`src/rtl/qspi_rle_fetcher.sv`:
```
// qspi_rle_fetcher: streams 16-bit RLE words from a QSPI flash (Fast Read
// Quad Output, 0x6B) starting at START_ADDR, buffers them in a small FIFO and
// hands them to the RLE decoder. stop_data aborts and restarts the stream.
module qspi_rle_fetcher #(
  parameter logic [23:0] START_ADDR     = 24'h000000,
  parameter int          FIFO_DEPTH     = 2,
  parameter int          CS_HIGH_CYCLES = 2
) (
  input  logic        clk,
  input  logic        rst,
  input  logic        read_next,
  input  logic        stop_data,
  output logic        data_ready,
  output logic [15:0] data,
  output logic        spi_cs_n,
  output logic        spi_clk,
  output logic [3:0]  spi_d_out,
  output logic [3:0]  spi_d_oe,
  input  logic [3:0]  spi_d_in
);

  localparam logic [2:0] S_IDLE  = 3'd0;
  localparam logic [2:0] S_CMD   = 3'd1;
  localparam logic [2:0] S_ADDR  = 3'd2;
  localparam logic [2:0] S_DUMMY = 3'd3;
  localparam logic [2:0] S_DATA  = 3'd4;

  localparam logic [7:0] CMD_QOR = 8'h6B;
  localparam int AW = (FIFO_DEPTH > 1) ? $clog2(FIFO_DEPTH) : 1;
  localparam int CW = $clog2(CS_HIGH_CYCLES + 1);
  localparam logic [CW-1:0] CS_LAST = CW'(CS_HIGH_CYCLES - 1);
  localparam logic [AW:0]   DEPTH_C = (AW+1)'(FIFO_DEPTH);
  localparam logic [AW:0]   ONE_C   = (AW+1)'(1);

  logic [2:0]    state;
  logic          ph;        // 0: spi_clk low half, 1: spi_clk high half
  logic [5:0]    bcnt;      // SPI clocks elapsed in CMD/ADDR/DUMMY
  logic [31:0]   sh;        // remaining command/address bits, MSB next
  logic [CW-1:0] cs_cnt;
  logic [1:0]    nib;
  logic [11:0]   word_sr;

  logic [15:0]   mem [FIFO_DEPTH];
  logic [AW-1:0] wr_ptr, rd_ptr;
  logic [AW:0]   count, count_nxt;
  logic          push, pop, head_from_push;
  logic [15:0]   push_word;

  // the 4th nibble completes a word; a stop in the same cycle discards it
  always_comb begin
    push           = (state == S_DATA) && ph && (nib == 2'd3) && !stop_data;
    pop            = read_next && (count != '0) && !stop_data;
    push_word      = {word_sr, spi_d_in};
    count_nxt      = count;
    if (push && !pop)      count_nxt = count + ONE_C;
    else if (!push && pop) count_nxt = count - ONE_C;
    // the FIFO is (or becomes) empty before this push lands, so the pushed word is the new head
    head_from_push = push && ((count == '0) || (pop && (count == ONE_C)));
  end

  // transaction sequencer: IDLE gap, then CMD/ADDR/DUMMY shift-out, then nibble capture
  always_ff @(posedge clk or posedge rst) begin
    if (rst) begin
      state     <= S_IDLE;
      ph        <= 1'b0;
      bcnt      <= '0;
      sh        <= '0;
      cs_cnt    <= '0;
      nib       <= '0;
      word_sr   <= '0;
      spi_cs_n  <= 1'b1;
      spi_clk   <= 1'b0;
      spi_d_out <= '0;
      spi_d_oe  <= '0;
    end else if (stop_data) begin
      state     <= S_IDLE;
      ph        <= 1'b0;
      bcnt      <= '0;
      cs_cnt    <= '0;
      nib       <= '0;
      spi_cs_n  <= 1'b1;
      spi_clk   <= 1'b0;
      spi_d_out <= '0;
      spi_d_oe  <= '0;
    end else begin
      case (state)
        S_IDLE: begin
          if (cs_cnt == CS_LAST) begin
            state     <= S_CMD;
            cs_cnt    <= '0;
            ph        <= 1'b0;
            bcnt      <= '0;
            spi_cs_n  <= 1'b0;
            spi_clk   <= 1'b0;
            spi_d_out <= {3'b000, CMD_QOR[7]};
            spi_d_oe  <= 4'b0001;
            sh        <= {CMD_QOR[6:0], START_ADDR, 1'b0};
          end else begin
            cs_cnt <= cs_cnt + CW'(1);
          end
        end
        S_CMD, S_ADDR, S_DUMMY: begin
          if (!ph) begin
            ph      <= 1'b1;
            spi_clk <= 1'b1;
          end else begin
            ph        <= 1'b0;
            spi_clk   <= 1'b0;
            bcnt      <= bcnt + 6'd1;
            sh        <= {sh[30:0], 1'b0};
            spi_d_out <= {3'b000, sh[31]};
            if (bcnt == 6'd7) state <= S_ADDR;
            if (bcnt == 6'd31) begin
              state     <= S_DUMMY;
              spi_d_out <= '0;
              spi_d_oe  <= '0;
            end
            if (bcnt == 6'd39) begin
              state <= S_DATA;
              nib   <= '0;
            end
          end
        end
        S_DATA: begin
          if (!ph) begin
            // only start a new word when it is guaranteed a free slot; otherwise stretch spi_clk low
            if ((nib != 2'd0) || (count < DEPTH_C)) begin
              ph      <= 1'b1;
              spi_clk <= 1'b1;
            end
          end else begin
            ph      <= 1'b0;
            spi_clk <= 1'b0;
            word_sr <= {word_sr[7:0], spi_d_in};
            nib     <= nib + 2'd1;
          end
        end
        default: state <= S_IDLE;
      endcase
    end
  end

  // word storage; contents need no reset since count gates visibility
  always_ff @(posedge clk) begin
    if (push) mem[wr_ptr] <= push_word;
  end

  // FIFO pointers, count and the registered head/ready outputs
  always_ff @(posedge clk or posedge rst) begin
    if (rst) begin
      wr_ptr     <= '0;
      rd_ptr     <= '0;
      count      <= '0;
      data_ready <= 1'b0;
      data       <= '0;
    end else if (stop_data) begin
      wr_ptr     <= '0;
      rd_ptr     <= '0;
      count      <= '0;
      data_ready <= 1'b0;
    end else begin
      if (push) wr_ptr <= wr_ptr + AW'(1);
      if (pop)  rd_ptr <= rd_ptr + AW'(1);
      count      <= count_nxt;
      data_ready <= (count_nxt != '0);
      if (head_from_push) data <= push_word;
      else if (pop && (count > ONE_C)) data <= mem[rd_ptr + AW'(1)];
    end
  end

endmodule

```
`config.mk`:
```
export PLATFORM = sky130hd
export DESIGN_NAME = qspi_rle_fetcher
export DESIGN_NICKNAME = d
export VERILOG_FILES = /design/src/rtl/qspi_rle_fetcher.sv
export SDC_FILE = /design/constraint.sdc
export NUM_CORES = 1
export LEC_CHECK = 0
export ABC_AREA = 1
export BUFFER_PORTS_ARGS = -buffer_cell sky130_fd_sc_hd__buf_4
export CORE_UTILIZATION = 65
export CTS_BUF_LIST = sky130_fd_sc_hd__clkbuf_4
export DETAILED_ROUTE_END_ITERATION = 10
export MAX_ROUTING_LAYER = met4
export PLACE_DENSITY = 0.86
export SETUP_SLACK_MARGIN = 0.15
export SLEW_MARGIN = 40
export SYNTH_ARGS = -nofsm -noshare
export SYNTH_HDL_FRONTEND = slang
export SYNTH_SLANG_ARGS = --single-unit
```
`constraint.sdc`:
```
create_clock -name clk -period 5.1 [get_ports clk]
set_input_delay 0.255 -clock clk [delete_from_list [all_inputs] [get_ports clk]]
set_output_delay 0.255 -clock clk [all_outputs]
set_load 0.01 [all_outputs]
```
Yosys cells after proc, flatten, opt, wreduce, memory -nomap -nowiden
Memory sizes are Yosys's and may differ from the RTL's. Index checks and enable logic that the tools add are counted.

Flip-flop bits (word level): 89. Bits in writable memories: 32. Input port bits: 8. Output and inout bits: 27. Word-level logic and storage cells: 143. Memories kept: 1.

Memory list: mem (words 2, width 16, read ports 1, clocked after memory_dff 0, wr ports 1, line 43) `logic [15:0] mem [FIFO_DEPTH];`.

$add $sub $neg: 7. Order comparisons: 2. Eq/ne operators: 20. Muxes and demuxes: 56. Bitwise operators: 1. Reductions and logical operators: 40.

Operator list (count): 32-bit 2-to-1 mux (2); 32-bit one-hot mux with 2 select lines (1); 16-bit 2-to-1 mux (2); 4-bit 2-to-1 mux (7); 2-bit 2-to-1 mux (10); 1-bit 2-to-1 mux (18); 3-bit 2-to-1 mux (6); 6-bit 2-to-1 mux (3); 2-bit nonzero test (9); 4-bit one-hot mux with 2 select lines (2); 4-bit AND reduction (4); 3-bit inequality test, second input constant (5); 6-bit one-hot mux with 2 select lines (1); 1-bit logical AND (10); 3-bit one-hot mux with 3 select lines (1); 3-bit AND reduction (3); 2-bit by 1-bit adder with 2-bit output, second input constant (3); 6-bit by 1-bit adder with 6-bit output, second input constant (1); 3-bit by 2-bit == test with 1-bit output, second input constant (2); 6-bit by 3-bit == test with 1-bit output, second input constant (1); 6-bit by 5-bit == test with 1-bit output, second input constant (1); 6-bit == test, second input constant (1); 2-bit inequality test, second input constant (3); 1-bit one-hot mux with 3 select lines (2); 20 further kinds (28).

Logic depth before layout (Yosys ltp)
Gate-level depths: netlist of run 1.

Depth in word-level cells: 10. Mapped depth: 11. Mapped depth without buffers: 11.

Worst setup path before layout of run 1
Ideal clock, no wire load.

Path type: register -> register. Start: register state[0]. End: memory mem[0][0] (enable). Setup time: 388 ps. Data arrival time: 1581 ps. Data required time: 4712 ps. Slack: 3131 ps. Cell stages (with the launch flop): 6. Path buffers: 0. Period minus slack after synthesis: 1969 ps. Cells stage by stage: dfrtp_1 -> nor2_4 -> nand2_4 -> nor2_8 -> inv_1 -> nor2_1.

Word-level cells in the longest chain between the ends: 6.

Ends and longest elaborated chain: start, declared (line 35) `logic [2:0] state;`; start signal, assigned (line 64) `state <= S_IDLE;`; start signal, assigned (line 76) `state <= S_IDLE;`; start signal, assigned (line 89) `state <= S_CMD;`; 3-bit == test (line 51) `push = (state == S_DATA) && ph && (nib == 2'd3) && !stop_data;`; 1-bit logical AND (3 in a row) (line 51); 1-bit 2-to-1 mux (line 145) `if (push) mem[wr_ptr] <= push_word;`; 1-bit 2-to-1 mux (implied by the code) (line 145); end, declared (line 43).

No other way between the ends.

Final worst setup path of run 1
Start: register count[1]. End: register data[12].

Word-level cells in the longest chain between the ends: 8. Elaborated cells between the ends (all ways): 13. Classes of those cells: 1 x order compare; 1 x eq/ne; 1 x mux; 10 x reduce/logical.

Ends and longest elaborated chain: start, declared (line 45) `logic [AW:0] count, count_nxt;`; start signal, assigned (line 164) `count <= count_nxt;`; 2-bit nonzero test (line 52) `pop = read_next && (count != '0) && !stop_data;`; 1-bit logical AND (2 in a row) (line 52); 1-bit logical AND (line 58) `head_from_push = push && ((count == '0) || (pop && (count == ONE_C)));`; 1-bit logical OR (line 58); 1-bit logical AND (line 58); 2-bit nonzero test (no source line); 2-bit AND reduction (no source line); end signal, assigned (line 166) `if (head_from_push) data <= push_word;`; end signal, assigned (line 167) `else if (pop && (count > ONE_C)) data <= mem[rd_ptr + AW'(1)];`; end, declared (line 14) `output logic [15:0] data,`.

Parallel ways exist; a longest one is shown, timed or not. A chain may end at the register's enable or synchronous reset.

==> run_results.csv, run 1 <==
group,metric,value,unit
status,outcome,"complete, no violations",
layout,drive_above_1_share,13.8,%
sta,setup_tns,0,ns
cts,cts_root_buf,"clkbuf_4",
setup_path,crit_type,"flip-flop to flip-flop",
setup_path,max_stage_delay,0.51,ns
grt,grt_pass1_vias,2918,
setup_path,crit_fanout,16,
setup_path,arrival,2.42,ns
place,place_area,0.00426,mm^2
die,die_x,80.8,um
routing,routedWlPerCell,15.0,um
place,gp_congestion,0.855,
power_and_ir_drop,peakVddDrop,299,uV
routing,first_pass_iters,5,
layout,final_common_cell,"nand2_1",
die,io_pins,35,
logic_synthesis,synth-seq-cells,90,
cts,tritoncts,"yes",
place,io_buffers,28,
sta,timing.final.crit_period,2.07,ns
sta,final_max_slew_viol_count,0,
cts,htree_levels,3,
sta,whs,0.0199,ns
power_and_ir_drop,combPwrFrac,29.6,%
routing,vias,3028,
logic_synthesis,syn_avg_cell_area,9.35,um^2
layout,final_nets,472,
setup_path,path_cells,"inv_1 > ha_1 > inv_2 > nand2_1 > nor2_2 > nand2_2 > nand2_4 > nor2_1 > nor2_1",
die,placementRows,28,
power_and_ir_drop,clkPwrFrac,20.8,%
sta,finalHoldViolCount,0,
setup_path,end_kind,"flip-flop",
grt,antenna_found_initial,0,
routing,viasPerCell,5.62,
setup_path,required,5.45,ns
sta,rsz0062_at_grt,"false",
sta,clock.fmax,484,MHz
logic_synthesis,ys_seq_area_share,59.7,%
sta,worst_slew_pin_slew,0.727,ns
die,coreArea,0.00596,mm^2
layout,fill_cells,434,
power_and_ir_drop,p_sw,0.000656,W
grt,grt_max_degree,59,
routing,drtAntennaViolNets,0,
cts,cts_buffers,9,
cts,cts_buffer_depth,2,
cts,post_cts_buffers,0,
cts,cts_resized,0,
cts,worst_skew_pair.late_latency,0.43,ns
setup_path,critPathSlowestCell,"nor2_2",
setup_path,cp-start-kind,"flip-flop",
logic_synthesis,ys_warn_count,0,
layout,regArea,0.00241,mm^2
sta,post-route-period-util,40.5,%
sta,finClkSkew,0.0123,ns
power_and_ir_drop,seqPwrFrac,49.7,%
die,die_area,0.00654,mm^2
die,die_h,80.8,um
grt,grt_use_total,28.6,%
logic_synthesis,synthDistinctLibCells,31,
power_and_ir_drop,power.leakage,2.10,nW
cts,cts.sinks,90,
sta,relSlewSlack,51.6,%
layout,diodes,0,
power_and_ir_drop,p_int,0.00124,W
layout,multiInputGateArea,0.00138,mm^2
grt,grt_remaining_overflow,0,
layout,area_growth,8.98,%
place,dpl.hpwl,5.57,mm
cts,hold_buffers,0,
flow_run,cap_violations,0,
routing,drt-initial-drc-count,284,
power_and_ir_drop,power_density,431,mW/mm^2
setup_path,cp_common_cell,"nor2_1",
cts,clkSlewWorstSetupHoldPaths,0.12,ns
grt,grt_pass1_wl,13.4,mm
power_and_ir_drop,power_switching_share,34.6,%
routing,finalWirelength,8.08,mm
sta,setup_viol,0,
logic_synthesis,netlist_area,0.00404,mm^2
routing,drc,0,
layout,most-common-layout-cells,"121 x nand2_1, 57 x dfrtp_1, 39 x nor2_1",
layout,design_area,0.00440,mm^2
die,initial_core_util,67.8,%
setup_path,r2r.worst_path.cells,9,
min_path,hold_path_class,"input pin to async pin",
layout,utilization,73.9,%
logic_synthesis,syn_inst,432,
cells in the mapped netlist, drive strengths merged:
cell type    n  share of area [%]
xor2         1               0.22
o22ai        2               0.31
dfstp        1               0.65
edfxtp      32                 24
nand3       30                3.7
clkinv       1              0.093
inv         40                3.7
nand4       21                3.3
ha           5                1.5
nand2      127                 13
o21a         1               0.19
dfrtp       57                 35
nand3b       1               0.19
nor2        47                5.4
a22oi        3               0.56
buf         15                2.8
conb         1              0.093
clkbuf       4               0.37
a21oi        7               0.87
o21ai       36                4.5
area by class of cell:
| type | instances | area share (%) |
|---|---|---|
| Clock inverter | 3 | 0.938 |
| Sequential cell | 90 | 54.8 |
| Timing Repair Buffer | 30 | 5.12 |
| Multi-Input combinational cell | 287 | 31.3 |
| Inverter | 41 | 3.50 |
| Clock buffer | 13 | 2.22 |
| Tap cell | 75 | 2.13 |
worst paths after layout:
path / startpoint / to / slack, ns
min in group clk: spi_d_in[3] / mem[1][3]$_DFFE_PP_ / 0.03
hold / removal: rst / data[5]$_DFFE_PP0P_ / 0.02
max in group asynchronous: rst / bcnt[2]$_DFFE_PP0P_ / 4.59
setup reg to reg: count[1]$_DFF_PP0_ / data[12]$_DFFE_PP0P_ / 3.03
hold reg to reg: spi_clk$_DFFE_PP0P_ / spi_clk$_DFFE_PP0P_ / 0.49
setup / recovery: count[1]$_DFF_PP0_ / data[12]$_DFFE_PP0P_ / 3.03
cells by family (layout without fill, tap and decap cells):
logic type | Yosys count | after routing | share of synthesized area (%)
other cells | 1 | 6 | 0.0928
xor+xnor | 1 | 1 | 0.217
compound gates | 49 | 49 | 6.38
buf+inv | 60 | 87 | 6.94
flops | 90 | 90 | 59.7
simple gates | 226 | 226 | 25.1
fa+ha+maj | 5 | 5 | 1.55
metal layers:
metal	up-vias	global-route usage, %	wire [um]
li1	1467	-	-
met1	1439	34.0	3340
met2	103	47.9	4160
met3	19	6.29	435
met4	0	10.2	146
met5	-	-	0
per-stage QoR:
step	total power, W	std cells	worst slack (ns)
2_1_floorplan	0.00132	437	3.13
3_3_place_gp	0.00148	523	2.73
3_5_place_dp	0.00152	523	3.02
4_1_cts	0.00190	539	3.01
5_1_grt	0.00202	539	2.83
6_report	0.00190	539	3.03
critical path, delay by kind of cell (launching register included):
family	cells	cell delay, ns
and+or+nand+nor	6	1.21
DFF	1	0.40
adders and majority gates	1	0.20
buffers and inverters	2	0.17
power by group through the flow:
stage,sequential [W],clock (W),combinational [W]
final,0.000943,0.000395,0.000561
after global routing,0.000957,0.000431,0.000634
after CTS,0.000943,0.000399,0.000562
after detailed placement,0.000959,0,0.000558
after global placement,0.000953,0,0.000531
after floorplan,0.000963,0,0.000358
registers in the layout, indices dropped and copies added, names as in the netlist, 2 cells and up:
signal / flops
data: 16
nib: 2
bcnt: 6
state: 3
count: 2
cs_cnt: 2
sh: 7
word_sr: 12
mem: 32
No activity file was read; power rests on OpenSTA's default activity.
==> run 2: changes to the inputs <==
--- a/config.mk
+++ b/config.mk
@@ -7,11 +7,11 @@
 export LEC_CHECK = 0
 export ABC_AREA = 1
 export BUFFER_PORTS_ARGS = -buffer_cell sky130_fd_sc_hd__buf_4
-export CORE_UTILIZATION = 65
+export CORE_UTILIZATION = 61
 export CTS_BUF_LIST = sky130_fd_sc_hd__clkbuf_4
 export DETAILED_ROUTE_END_ITERATION = 10
 export MAX_ROUTING_LAYER = met4
-export PLACE_DENSITY = 0.86
+export PLACE_DENSITY = 0.81
 export SETUP_SLACK_MARGIN = 0.15
 export SLEW_MARGIN = 40
 export SYNTH_ARGS = -nofsm -noshare
==> constraint.sdc (replaced) <==
create_clock -name clk -period 2.1 [get_ports clk]
set_input_delay 0.105 -clock clk [delete_from_list [all_inputs] [get_ports clk]]
set_output_delay 0.105 -clock clk [all_outputs]
set_load 0.01 [all_outputs]
==> run_results.csv, run 2 (same netlist as run 1, synthesis figures left out) <==
group,metric,value,unit
status,outcome,"complete, no violations",
power_and_ir_drop,total_power,0.00479,W
cts,cts_root_buf,"clkbuf_4",
grt,grt_remaining_overflow,0,
setup_path,crit_fanout,20,
cts,cts_buffers,9,
cts,worst_skew_pair.late_latency,0.45,ns
routing,routedWlPerCell,14.5,um
layout,largest_register_ffs,32,
sta,post-route-period-util,84.3,%
die,placementRows,29,
layout,drive_above_1_share,15.2,%
sta,finalHoldViolCount,0,
routing,finalWirelength,8.09,mm
sta,relSlewSlack,52.4,%
place,io_buffers,28,
cts,cts.sinks,90,
routing,drc,0,
setup_path,arrival,2.07,ns
min_path,holdPathEnd,"rd_ptr$_DFFE_PP0P_",
place,dpl.hpwl,5.57,mm
sta,timing.final.crit_period,1.77,ns
cts,tritoncts,"yes",
setup_path,cp-start-kind,"flip-flop",
grt,grt_use_total,26.9,%
sta,clock.fmax,565,MHz
setup_path,required,2.40,ns
sta,rsz0062_at_grt,"false",
setup_path,crit_type,"flip-flop to flip-flop",
layout,fill_cells,494,
grt,grt_max_degree,24,
place,dp_cells,535,
layout,final_common_cell,"nand2_1",
grt,grt_pass1_vias,3077,
power_and_ir_drop,power_density,1050,mW/mm^2
layout,area_growth,12.9,%
die,die_h,83.4,um
die,io_pins,35,
cts,htree_levels,3,
die,coreArea,0.00639,mm^2
setup_path,worst-r2r-setup-slack,0.33,ns
die,initial_core_util,63.3,%
power_and_ir_drop,peakVddDrop,720,uV
routing,vias,3109,
layout,layout.cells.non_filler,557,
cts,clkSlewWorstSetupHoldPaths,0.14,ns
min_path,whs_path_depth,3,
layout,final_nets,488,
layout,utilization,71.4,%
sta,final_max_slew_viol_count,0,
grt,antenna_found_initial,0,
cts,cts_buffer_depth,2,
grt,grt_pass1_wl,13.9,mm
die,die_x,83.4,um
routing,first_pass_iters,4,
place,gp_congestion,0.963,
min_path,hold_path_class,"input pin to flip-flop",
sta,whs,0.0250,ns
power_and_ir_drop,power.leakage,2.20,nW
setup_path,r2r.worst_path.cells,6,
min_path,hp-start,"read_next",
setup_path,r2r-start,"state[0]$_DFFE_PP0P_",
sta,worst_slew_pin_slew,0.712,ns
flow_run,cap_violations,0,
sta,setup_tns,0,ns
routing,drtAntennaViolNets,0,
layout,most-common-layout-cells,"121 x nand2_1, 57 x dfrtp_1, 41 x nor2_1",
routing,drt-initial-drc-count,188,
routing,viasPerCell,5.58,
sta,setup_viol,0,
setup_path,end_kind,"flip-flop",
die,die_area,0.00695,mm^2
setup_path,reg2reg_to,"word_sr[1]$_DFFE_PP0P_",
layout,diodes,0,
layout,largest-register,"mem",
sta,finClkSkew,0.0183,ns
layout,largestRegisters,"mem (32), data (16), word_sr (12)",
run 2: cell count changes in the layout (fill, tap and decap cells not counted), moves of 2 or more:
cell           delta
clkbuf_4          -4
clkinv_4          +2
inv_6             +2
nor2_1            +2
buf_4            +10
dlygate4sd3_1     +6
run 2: worst max-delay path by stage:
stage                              to  slack (ns)                  from  cells after the start
2_1_floorplan     mem[1][0]$_DFFE_PP_        0.18        ph$_DFFE_PP0P_                      5
3_3_place_gp     data[11]$_DFFE_PP0P_        0.45    count[1]$_DFF_PP0_                      9
3_5_place_dp     data[11]$_DFFE_PP0P_        0.39    count[1]$_DFF_PP0_                      9
4_1_cts        word_sr[1]$_DFFE_PP0P_        0.36  state[0]$_DFFE_PP0P_                      6
5_1_grt        word_sr[1]$_DFFE_PP0P_        0.18  state[0]$_DFFE_PP0P_                      6
6_report       word_sr[1]$_DFFE_PP0P_        0.33  state[0]$_DFFE_PP0P_                      6
run 2: repair_timing:
action | in CTS | in global routing
buffers inserted | 0 | 0
resized for setup | 0 | 0
endpoints found under the hold margin | 31 | 0
hold buffers | 6 | 0
run 2: power by group:
part / leakage (nW) / internal, W / switching (W)
clock network: 0.0909 / 0.000493 / 0.000598
registers: 1.04 / 0.00209 / 0.000159
logic: 1.06 / 0.000565 / 0.000886
total: 2.20 / 0.00315 / 0.00164
run 2: routing by layer:
layer	track usage, %	wire [um]	up-vias	part of all wire [%]
met2	45.8	4280	79	53
met3	4.27	290	19	3.6
li1	-	-	1505	-
met1	31.0	3320	1506	41
met5	-	0	-	0
met4	13.3	197	0	2.4
run 2: cell type report:
| type | count | area, um^2 | share of cell area [%] |
|---|---|---|---|
| flip-flops and latches | 90 | 2410 | 52.9 |
| inverters | 41 | 154 | 3.38 |
| repair buffers | 46 | 360 | 7.90 |
| clock buffers | 9 | 67.6 | 1.48 |
| clock inverters | 7 | 100 | 2.20 |
| well taps | 77 | 96.3 | 2.11 |
| multi-input cells | 287 | 1370 | 30.0 |
run 2: stage by stage:
stage               setup WS (ns)  area [um^2]
floorplan                   0.185         4060
global placement            0.446         4330
detailed placement          0.386         4330
CTS                         0.360         4560
global route                0.176         4560
finish                      0.330         4560
run 2: worst max-delay path: stages (launching register included):
cell	delay (ns)
dfrtp_1	0.44
nor2_4	0.22
nand2_4	0.13
inv_2	0.07
nand2_1	0.41
nor2_1	0.27
a21oi_1	0.09
==> run 3: changes to the inputs <==
==> constraint.sdc (replaced) <==
create_clock -name clk -period 1.63 [get_ports clk]
set_input_delay 0.0815 -clock clk [delete_from_list [all_inputs] [get_ports clk]]
set_output_delay 0.0815 -clock clk [all_outputs]
set_load 0.01 [all_outputs]
==> run_results.csv, run 3 (same netlist as run 1, synthesis figures left out) <==
group,metric,value,unit
grt,grt_pass1_vias,3458,
setup_path,critPathBufInv,2,
place,io_buffers,28,
setup_path,r2r-start,"count[0]$_DFF_PP0_",
place,dp_cells,539,
setup_path,path_cells,"inv_2 > ha_4 > inv_4 > nand2_4 > nor2_4 > nand2_4 > nand2_8 > nor2_2 > nor2_1",
layout,largestRegisters,"mem (32), data (16), word_sr (12)",
sta,post-route-period-util,100,%
layout,area_growth,31.7,%
routing,drtAntennaViolNets,0,
layout,largest-register,"mem",
cts,cts_root_buf,"clkbuf_4",
sta,finClkSkew,0.0363,ns
setup_path,critPathSlowestCell,"dfrtp_1",
place,place_area,0.00443,mm^2
die,placementRows,29,
min_path,hp-start,"spi_d_in[3]",
power_and_ir_drop,power.leakage,2.51,nW
die,die_h,83.4,um
routing,vias,3587,
setup_path,cp-start-kind,"flip-flop",
setup_path,max_stage_delay,0.43,ns
layout,most-common-layout-cells,"105 x nand2_1, 62 x buf_4, 57 x dfrtp_1",
setup_path,crit_fanout,8,
sta,timing.final.crit_period,1.63,ns
power_and_ir_drop,power_density,1330,mW/mm^2
sta,setup_slack,-0.00138,ns
status,outcome,"complete, but fails checks",
layout,design_area,0.00532,mm^2
routing,drt-initial-drc-count,294,
die,io_pins,35,
min_path,hold_path_class,"input pin to flip-flop",
die,die_x,83.4,um
grt,grt_remaining_overflow,0,
die,die_area,0.00695,mm^2
layout,layout.cells.non_filler,600,
sta,finalHoldViolCount,0,
setup_path,cp_common_cell,"nand2_4",
place,gp_congestion,0.947,
setup_path,arrival,2.01,ns
layout,final_common_cell,"nand2_1",
cts,cts_buffers,9,
flow_run,cap_violations,0,
sta,final_max_slew_viol_count,0,
routing,drc,0,
place,dpl.hpwl,5.92,mm
routing,first_pass_iters,5,
die,coreArea,0.00639,mm^2
setup_path,end_kind,"flip-flop",
sta,whs,0.0485,ns
cts,clkSlewWorstSetupHoldPaths,0.18,ns
die,initial_core_util,63.3,%
power_and_ir_drop,total_power,0.00706,W
layout,drive_above_1_share,33.1,%
routing,viasPerCell,5.98,
layout,final_nets,531,
cts,htree_levels,3,
setup_path,critical-path-top-delay-family,"simple AND/OR/NAND/NOR gates",
cts,cts_buffer_depth,2,
cts,tritoncts,"yes",
setup_path,required,2.00,ns
grt,antenna_found_initial,0,
sta,worst_slew_pin_slew,0.654,ns
sta,relSlewSlack,56.3,%
sta,clock.fmax,613,MHz
grt,grt_max_degree,29,
grt,grt_pass1_wl,16.3,mm
setup_path,cp-startpoint,"count[0]$_DFF_PP0_",
power_and_ir_drop,peakVddDrop,1000,uV
layout,largest_register_ffs,32,
layout,diodes,0,
sta,setup_viol,1,
status,violations,"setup timing",
sta,rsz0062_at_grt,"true",
grt,grt_use_total,31.7,%
routing,finalWirelength,11.4,mm
cts,worst_skew_pair.late_latency,0.46,ns
routing,routedWlPerCell,19.0,um
setup_path,crit_type,"flip-flop to flip-flop",
cts,cts.sinks,90,
run 3: changes by cell type in the layout (fill, tap and decap cells not counted), moves of 7 or more:
cell     change
inv_1        -7
nand2_1     -16
buf_6        +9
nor2_2       +9
nand2_2     +10
nor2_4      +10
buf_4       +22
nand3_1     -10
nand3_2      +8
nor2_1      -19
run 3: power breakdown:
group	switching (W)	internal, W	total, W	leakage, nW
combinational	0.00160	0.00121	0.00281	1.39
clock	0.000806	0.000480	0.00129	0.0772
sequential	0.000265	0.00269	0.00296	1.04
run 3: timing repair:
item / 4_1_cts / 5_1_grt
setup endpoints to repair: 71 / 83
resized for setup: 28 / 63
cloned: 6 / 1
hold endpoints to repair: 39 / 0
hold buffers: 6 / 0
pin swaps: 14 / 37
setup buffers: 22 / 10
run 3: metal layers:
metal	routed length (um)	share of wire, %	global-route usage (%)
met2	5850	51	53.6
met5	0	0	-
met1	3980	35	34.7
met3	801	7.0	6.36
met4	745	6.5	18.5
run 3: area by class of cell:
cell class | instances | area (um^2)
clock inverters | 7 | 75.1
clock buffers | 9 | 67.6
inverters | 41 | 163
repair buffers | 85 | 802
well taps | 77 | 96.3
multi-input cells | 291 | 1710
flip-flops and latches | 90 | 2410
fillers | 336 | 1060
run 3: through the flow:
stage / setup slack, ns / TNS [ns] / util [%]
finish: -0.00138 / -0.00138 / 83.3
global route: -0.0712 / -0.808 / 83.3
CTS: 0.0775 / 0 / 78.7
detailed placement: 0.0132 / 0 / 69.3
global placement: 0.0353 / 0 / 69.3
floorplan: 0.112 / 0 / -
run 3: path summary, 6_finish.rpt:
kind / slack, ns / cells past startpoint / to
worst max-delay path: -0.001 / 9 / data[15]$_DFFE_PP0P_
worst min-delay path: 0.05 / 5 / data[3]$_DFFE_PP0P_
worst max register to register: -0.001 / 9 / data[15]$_DFFE_PP0P_
worst min register to register: 0.50 / 2 / spi_clk$_DFFE_PP0P_
max in group asynchronous: 0.79 / 4 / data[15]$_DFFE_PP0P_
min in group asynchronous: 0.25 / 3 / data[7]$_DFFE_PP0P_
run 3: worst register-to-register path: cells and delay by family (launching register included):
kind,cells,cell delay (ns)
DFF,1,0.43
and+or+nand+nor,6,0.83
buffers and inverters,2,0.15
adders and majority gates,1,0.16
